==> src/rtl/usr_pkg.sv <==
// Shared definitions for the universal shift register sequencer:
// select/op encodings, FSM state type and a small op classifier.
package usr_pkg;

   localparam int unsigned SEL_W = 2;

   // Select encoding driven to every bit slice; commands use the same codes.
   localparam logic [SEL_W-1:0] SEL_HOLD = 2'b00;
   localparam logic [SEL_W-1:0] SEL_SHR  = 2'b01;
   localparam logic [SEL_W-1:0] SEL_SHL  = 2'b10;
   localparam logic [SEL_W-1:0] SEL_LOAD = 2'b11;

   typedef enum logic [1:0] {
      IDLE  = 2'd0,
      LOAD  = 2'd1,
      ONE   = 2'd2,
      SHIFT = 2'd3
   } state_t;

   // True for the two ops that consume a shift count.
   function automatic logic is_shift_op(input logic [SEL_W-1:0] op);
      return (op == SEL_SHR) || (op == SEL_SHL);
   endfunction

endpackage

==> src/rtl/usr_sequencer_if.sv <==
// Command handshake bundle for usr_sequencer.
//   cmd_valid/cmd_ready : valid/ready handshake
//   cmd_op              : 00 hold, 01 shift right, 10 shift left, 11 load
//   cmd_count           : shift cycles (ignored for hold/load)
//   cmd_fill            : serial bit shifted into the vacated end
//   cmd_data            : parallel-load word
// master = command issuer, slave = sequencer.
interface usr_sequencer_if #(
   parameter int unsigned WIDTH = 4,
   parameter int unsigned CNT_W = 6
);

   logic             cmd_valid;
   logic             cmd_ready;
   logic [1:0]       cmd_op;
   logic [CNT_W-1:0] cmd_count;
   logic             cmd_fill;
   logic [WIDTH-1:0] cmd_data;

   modport master (
      output cmd_valid, cmd_op, cmd_count, cmd_fill, cmd_data,
      input  cmd_ready
   );

   modport slave (
      input  cmd_valid, cmd_op, cmd_count, cmd_fill, cmd_data,
      output cmd_ready
   );

endinterface

==> src/rtl/usr_shift_counter.sv <==
// Loadable down-counter tracking the remaining shift cycles.
//   clk, rst    : clock, synchronous active-high reset
//   load        : load load_val (priority below clr)
//   dec         : decrement by one (saturates at zero)
//   clr         : clear to zero (highest priority)
//   last        : current value == 1
//   last_next_c : value after the coming edge will be 1 (combinational)
module usr_shift_counter #(
   parameter int unsigned CNT_W = 6
) (
   input  logic             clk,
   input  logic             rst,
   input  logic             load,
   input  logic             dec,
   input  logic             clr,
   input  logic [CNT_W-1:0] load_val,
   output logic             last,
   output logic             last_next_c
);

   logic [CNT_W-1:0] count_q;

   // Counter register.
   always_ff @(posedge clk) begin
      if (rst || clr) begin
         count_q <= '0;
      end else if (load) begin
         count_q <= load_val;
      end else if (dec && (count_q != '0)) begin
         count_q <= count_q - CNT_W'(1);
      end
   end

   assign last = (count_q == CNT_W'(1));

   // Look-ahead so the registered done can line up with the final shift cycle.
   always_comb begin
      last_next_c = 1'b0;
      if (clr) begin
         last_next_c = 1'b0;
      end else if (load) begin
         last_next_c = (load_val == CNT_W'(1));
      end else if (dec) begin
         last_next_c = (count_q == CNT_W'(2));
      end else begin
         last_next_c = last;
      end
   end

endmodule

==> src/rtl/usr_sequencer.sv <==
// Command sequencer in front of a universal shift register's per-bit
// 4:1 select muxes. Accepts one command at a time and drives select,
// boundary serial inputs and the parallel-load word; pulses done on
// the final active cycle.
//   clk, rst       : clock, synchronous active-high reset
//   cmd            : command handshake (usr_sequencer_if.slave)
//   abort          : cancel the active command
//   select         : mux control S1,S0 to every slice
//   msb_serial_in  : shift-right input of the MSB slice
//   lsb_serial_in  : shift-left input of the LSB slice
//   par_data       : parallel-load inputs of the slices
//   busy           : command in progress
//   done           : one-cycle pulse on the last active cycle
// All outputs are registered; output values are computed from the
// next state so they change on the same edge as the state.
module usr_sequencer
   import usr_pkg::*;
#(
   parameter int unsigned WIDTH = 4,
   parameter int unsigned CNT_W = 6
) (
   input  logic             clk,
   input  logic             rst,
   usr_sequencer_if.slave   cmd,
   input  logic             abort,
   output logic [1:0]       select,
   output logic             msb_serial_in,
   output logic             lsb_serial_in,
   output logic [WIDTH-1:0] par_data,
   output logic             busy,
   output logic             done
);

   state_t state_q, state_d;

   logic             ready_q;
   logic             accept;

   logic [1:0]       op_q;
   logic             fill_q;
   logic [WIDTH-1:0] data_q;

   logic [1:0]       cur_op;
   logic             cur_fill;
   logic [WIDTH-1:0] cur_data;

   logic             cnt_load, cnt_dec, cnt_clr;
   logic             cnt_last, cnt_last_next;

   logic [1:0]       select_d;
   logic             msb_d, lsb_d;
   logic [WIDTH-1:0] par_d;
   logic             busy_d, done_d, ready_d;

   assign accept        = cmd.cmd_valid && ready_q;
   assign cmd.cmd_ready = ready_q;

   // On the accept edge the latched fields are not yet valid, so bypass them.
   assign cur_op   = accept ? cmd.cmd_op   : op_q;
   assign cur_fill = accept ? cmd.cmd_fill : fill_q;
   assign cur_data = accept ? cmd.cmd_data : data_q;

   // Command latch.
   always_ff @(posedge clk) begin
      if (rst) begin
         op_q   <= SEL_HOLD;
         fill_q <= 1'b0;
         data_q <= '0;
      end else if (accept) begin
         op_q   <= cmd.cmd_op;
         fill_q <= cmd.cmd_fill;
         data_q <= cmd.cmd_data;
      end
   end

   // Abort only clears while busy; in IDLE it must not disturb an accept.
   assign cnt_load = accept;
   assign cnt_dec  = (state_q == SHIFT) && !abort;
   assign cnt_clr  = (state_q != IDLE) && abort;

   usr_shift_counter #(
      .CNT_W (CNT_W)
   ) u_cnt (
      .clk         (clk),
      .rst         (rst),
      .load        (cnt_load),
      .dec         (cnt_dec),
      .clr         (cnt_clr),
      .load_val    (cmd.cmd_count),
      .last        (cnt_last),
      .last_next_c (cnt_last_next)
   );

   // State register.
   always_ff @(posedge clk) begin
      if (rst) begin
         state_q <= IDLE;
      end else begin
         state_q <= state_d;
      end
   end

   // Next-state logic.
   always_comb begin
      state_d = state_q;
      case (state_q)
         IDLE: begin
            if (accept) begin
               if (cmd.cmd_op == SEL_LOAD) begin
                  state_d = LOAD;
               end else if (is_shift_op(cmd.cmd_op) && (cmd.cmd_count != '0)) begin
                  state_d = SHIFT;
               end else begin
                  state_d = ONE;
               end
            end
         end
         LOAD:    state_d = IDLE;
         ONE:     state_d = IDLE;
         SHIFT: begin
            if (abort || cnt_last) begin
               state_d = IDLE;
            end
         end
         default: state_d = IDLE;
      endcase
   end

   // Output logic: values for the cycle that begins at the next edge.
   always_comb begin
      select_d = SEL_HOLD;
      msb_d    = 1'b0;
      lsb_d    = 1'b0;
      par_d    = '0;
      done_d   = 1'b0;
      ready_d  = (state_d == IDLE);
      busy_d   = (state_d != IDLE);
      case (state_d)
         LOAD: begin
            select_d = SEL_LOAD;
            par_d    = cur_data;
            done_d   = 1'b1;
         end
         ONE: begin
            done_d = 1'b1;
         end
         SHIFT: begin
            select_d = cur_op;
            msb_d    = (cur_op == SEL_SHR) && cur_fill;
            lsb_d    = (cur_op == SEL_SHL) && cur_fill;
            done_d   = cnt_last_next;
         end
         default: begin
            select_d = SEL_HOLD;
         end
      endcase
   end

   // Output registers.
   always_ff @(posedge clk) begin
      if (rst) begin
         select        <= SEL_HOLD;
         msb_serial_in <= 1'b0;
         lsb_serial_in <= 1'b0;
         par_data      <= '0;
         busy          <= 1'b0;
         done          <= 1'b0;
         ready_q       <= 1'b1;
      end else begin
         select        <= select_d;
         msb_serial_in <= msb_d;
         lsb_serial_in <= lsb_d;
         par_data      <= par_d;
         busy          <= busy_d;
         done          <= done_d;
         ready_q       <= ready_d;
      end
   end

endmodule

==> src/flat_wrapper.sv <==
// flat-port wrapper written by rule: the top's interface ports become plain ports
module usr_sequencer_flat import usr_pkg::*;
#(
   parameter int unsigned WIDTH = 4,
   parameter int unsigned CNT_W = 6
)
  (clk, rst, abort, select, msb_serial_in, lsb_serial_in, par_data, busy, done, cmd_cmd_valid, cmd_cmd_op, cmd_cmd_count, cmd_cmd_fill, cmd_cmd_data, cmd_cmd_ready);
  usr_sequencer_if #(.WIDTH(WIDTH), .CNT_W(CNT_W)) cmd_i ();
  input  logic clk;
  input  logic rst;
  input  logic abort;
  output logic [1:0] select;
  output logic msb_serial_in;
  output logic lsb_serial_in;
  output logic [WIDTH-1:0] par_data;
  output logic busy;
  output logic done;
  input wire logic [$bits(cmd_i.cmd_valid)-1:0] cmd_cmd_valid;
  input wire logic [$bits(cmd_i.cmd_op)-1:0] cmd_cmd_op;
  input wire logic [$bits(cmd_i.cmd_count)-1:0] cmd_cmd_count;
  input wire logic [$bits(cmd_i.cmd_fill)-1:0] cmd_cmd_fill;
  input wire logic [$bits(cmd_i.cmd_data)-1:0] cmd_cmd_data;
  output wire logic [$bits(cmd_i.cmd_ready)-1:0] cmd_cmd_ready;
  assign cmd_i.cmd_valid = cmd_cmd_valid;
  assign cmd_i.cmd_op = cmd_cmd_op;
  assign cmd_i.cmd_count = cmd_cmd_count;
  assign cmd_i.cmd_fill = cmd_cmd_fill;
  assign cmd_i.cmd_data = cmd_cmd_data;
  assign cmd_cmd_ready = cmd_i.cmd_ready;
  usr_sequencer #(.WIDTH(WIDTH), .CNT_W(CNT_W)) u_core (.clk(clk), .rst(rst), .cmd(cmd_i), .abort(abort), .select(select), .msb_serial_in(msb_serial_in), .lsb_serial_in(lsb_serial_in), .par_data(par_data), .busy(busy), .done(done));
endmodule
==> config.mk <==
export PLATFORM = sky130hd
export DESIGN_NAME = usr_sequencer_flat
export DESIGN_NICKNAME = d
export VERILOG_FILES = /design/src/rtl/usr_pkg.sv /design/src/rtl/usr_sequencer_if.sv /design/src/rtl/usr_shift_counter.sv /design/src/rtl/usr_sequencer.sv /design/src/flat_wrapper.sv
export SDC_FILE = /design/constraint.sdc
export NUM_CORES = 1
export LEC_CHECK = 0
export ABC_AREA = 1
export CAP_MARGIN = 0
export CORE_MARGIN = 1.5
export CORE_UTILIZATION = 38
export CTS_CLUSTER_DIAMETER = 80
export DETAILED_ROUTE_END_ITERATION = 10
export PLACE_DENSITY_LB_ADDON = 0.25
export SETUP_SLACK_MARGIN = 0.15
export SLEW_MARGIN = 20
export SYNTH_ARGS = -nofsm -noshare
export SYNTH_HDL_FRONTEND = slang
export SYNTH_SLANG_ARGS = --single-unit
==> constraint.sdc <==
create_clock -name clk -period 3.3 [get_ports clk]
set_clock_uncertainty 0.1 [all_clocks]
set_input_delay 0.66 -clock clk [delete_from_list [all_inputs] [get_ports clk]]
set_output_delay 0.66 -clock clk [all_outputs]
set_load 0.01 [all_outputs]
==> key figures <==
Floorplan
  • Core box area: approximately 3100 µm²
  • Initial Util: 0.406
  • DIE HEIGHT: between 60 and 70 µm
  • Num ports: 28
  • Die area: 3640 µm²
  • Die Width: ~60 µm
  • Num rows: 20

Drt
  • Routed length per instance: ~11 µm
  • DRT antenna net count: 0
  • Vias per cell: 4.56
  • WL final: about 2600 µm
  • DR pass1 iterations: 5
  • DRT iter0 DRCs: 32
  • Drc violations: 0
  • Total number of vias: 1081

Worst setup path
  • Critical R2R Capture: u_core.done
  • CP Capture Type: flip-flop
  • R2r worst-path depth: 10
  • Crit Path Class: in2reg
  • Worst EP arrival: roughly 2.3 ns
  • Critical register-to-register path startpoint: u_core.u_cnt.count_q[1]
  • Critical Path Fanout Max: 17
  • CP Launch Type: primary input
  • CP required: approximately 3.4 ns
  • R2R Setup Slk: between 1.5 and 2 ns

Clocking
  • # hold bufs at CTS: 0
  • Num CTS Buffers: 3
  • Htree depth: 1
  • Post-CTS resize count: 0
  • Worst skew pair latency: approximately 0.32 ns
  • Reg clk slew, reported paths: 0.14 ns
  • Root buf cell: clkbuf_4
  • CTS tree: yes
  • Sink Count: 26
  • Clock buffer depth: 2
  • Postcts setup bufs: 0

Logic synthesis
  • Synth Cell Area: approximately 1200 µm²
  • Main combinational cell family by area after synthesis: simple AND/OR/NAND/NOR gates
  • Mux contribution to synthesized area: 0.0240
  • Avg Cell Area, Syn: roughly 7.6 µm²
  • Sequential share of the synthesized area: 0.417
  • Area fraction in and, or, nand and nor cells after synthesis: 0.312
  • Post-synthesis register bit count: 26
  • Cell count after synthesis: 164
  • Yosys warning count: 0
  • Mapped Nets: between 150 and 200
  • Count of cell types in the netlist: 25
  • Xor/xnor cell area share of the yosys netlist: 0.0140
  • Adder-cell share of the synthesized area: 0.0802
  • Post-synthesis compound-gate area fraction: 0.0762

Min path
  • HP Class: reg2reg
  • Worst hold endpoint: u_core.data_q[3]
  • Hold Crit Start: u_core.data_q[3]
  • WHS Path Cells: 2

Placement
  • Final HPWL DP: 2000 µm
  • Gpl congestion: slightly above 0.9
  • Dpl ws: approximately 0.8 ns
  • Number of I/O port buffers: 27

STA
  • Final WS setup: approximately 1.2 ns
  • Hold Violations, Final: 0
  • Final setup viols: 0
  • Max Freq: between 400 and 500 MHz
  • Worst-Margin Slew: 0.411 ns
  • Final setup TNS: 0 ns
  • RSZ-0062 raised after global routing: no
  • Fin crit share: 0.651
  • Headroom to the max-slew limit: 0.723
  • Final Critical Period: approximately 2.1 ns
  • Fin. max-slew vios: 0

GRT
  • Overflow after GRT: 0
  • Largest net degree at the start of global routing: 18
  • Initial antenna violation count: 0
  • Vias in the first global route: 1049
  • Global-route wire length before repair: ~4300 µm
  • GRT Total Usage: 0.155

Run
  • Max Cap Violations: 0

Cells and area
  • Area Overhead vs Synth: 29.6%
  • Commonest non-fill, non-tap cell in the layout: nand2_1
  • Nets: about 220
  • Most frequent cells in the layout: 33 x nand2_1, 29 x nor2_1, 27 x clkdlybuf4s50_1
  • Fraction of layout cells with a size suffix above 1: 0.0829
  • # diodes: 0
  • Fill cells: around 300

Power and ir drop
  • Final Total Pwr: roughly 0.00074 W
  • Worst ir drop on vdd: about 0.36 mV
  • Leakage: around 0.75 nW
  • Power Dens Cells: approximately 460 nW/µm²

Status
  • Status: complete, no violations
[through the flow]
step | hold slack [ns] | cell area [µm²] | util | std cells
finish | 0.414 | 1620 | 0.526 | 237
global route | 0.452 | 1620 | 0.526 | 237
CTS | 0.422 | 1620 | 0.526 | 237
floorplan | 0.360 | 1250 | - | 164
global placement | 0.369 | 1570 | 0.509 | 233
detailed placement | 0.382 | 1570 | 0.509 | 233
[cell usage after synthesis]
cell | n | share of area
nand3_1 | 11 | 0.044
nand4_1 | 3 | 0.015
nand2_2 | 3 | 0.015
or2_1 | 1 | 0.0050
mux2i_1 | 3 | 0.024
a21oi_1 | 3 | 0.012
ha_1 | 8 | 0.080
inv_1 | 21 | 0.063
clkbuf_1 | 1 | 0.0030
o21ai_0 | 5 | 0.020
nor2_1 | 29 | 0.087
o21ai_4 | 1 | 0.013
xnor2_1 | 1 | 0.0070
nand2_1 | 33 | 0.099
a21oi_2 | 1 | 0.0070
a21o_1 | 1 | 0.0060
xor2_1 | 1 | 0.0070
o21a_1 | 3 | 0.018
or2_0 | 1 | 0.0050
nor3_2 | 4 | 0.032
inv_2 | 1 | 0.0030
dfxtp_1 | 26 | 0.42
buf_2 | 1 | 0.0040
clkinv_2 | 1 | 0.0040
nor2_4 | 1 | 0.0090
[layer usage]
metal | part of all wire | global-route usage
met2 | 0.46 | 0.264
met4 | 0.022 | 0.0698
met1 | 0.46 | 0.185
met3 | 0.052 | 0.0368
met5 | 0 | 0
[logic make-up (layout without fill, tap and decap cells)]
logic type,Yosys count,after routing
xor+xnor,2,2
mux,3,3
compound gates,14,14
fa+ha+maj,8,8
simple gates,86,86
flops,26,26
buf+inv,25,54
[layout make-up]
class | instances | area [µm²] | area share
inverter | 23 | 87.6 | 0.0541
multi-input combinational | 113 | 632 | 0.391
tap | 44 | 55.1 | 0.0340
timing repair buffer | 27 | 270 | 0.167
clock buffer | 3 | 22.5 | 0.0139
sequential | 26 | 520 | 0.322
clock inverter | 1 | 30.0 | 0.0186
[report_power, final]
part | switching (W) | leakage [nW] | total (W) | internal, W
Clock | 0.0000937 | 0.0279 | 0.000217 | 0.000123
Combinational | 0.0000934 | 0.511 | 0.000169 | 0.0000753
Sequential | 0.0000144 | 0.213 | 0.000351 | 0.000337
Total | 0.000202 | 0.752 | 0.000737 | 0.000535
[registers in the layout (all words and copies together) (netlist names)]
| name | cells |
|---|---|
| u_core.busy | 1 |
| u_core.cmd.cmd_ready | 1 |
| u_core.data_q | 4 |
| u_core.done | 1 |
| u_core.fill_q | 1 |
| u_core.lsb_serial_in | 1 |
| u_core.msb_serial_in | 1 |
| u_core.op_q | 2 |
| u_core.par_data | 4 |
| u_core.select | 2 |
| u_core.state_q | 2 |
| u_core.u_cnt.count_q | 6 |
[worst max-delay path by stage]
| stage | start | end | cells past startpoint |
|---|---|---|---|
| after CTS | cmd_cmd_valid | u_core.select[0] | 9 |
| after floorplan | cmd_cmd_op[0] | u_core.done | 10 |
| final | cmd_cmd_valid | u_core.select[0] | 9 |
| after global placement | cmd_cmd_valid | u_core.par_data[0] | 9 |
| after detailed placement | cmd_cmd_valid | u_core.select[0] | 9 |
| after global routing | cmd_cmd_valid | u_core.done | 10 |
[critical path, cell delays in order]
cell,delay (ns)
clkdlybuf4s50_1,0.47
nand2_2,0.24
nor2_1,0.21
nand2_1,0.06
nand2_1,0.09
inv_1,0.07
ha_1,0.20
nand2_1,0.18
nand2_1,0.09
Note: power is estimated with default switching activity, not from simulation.
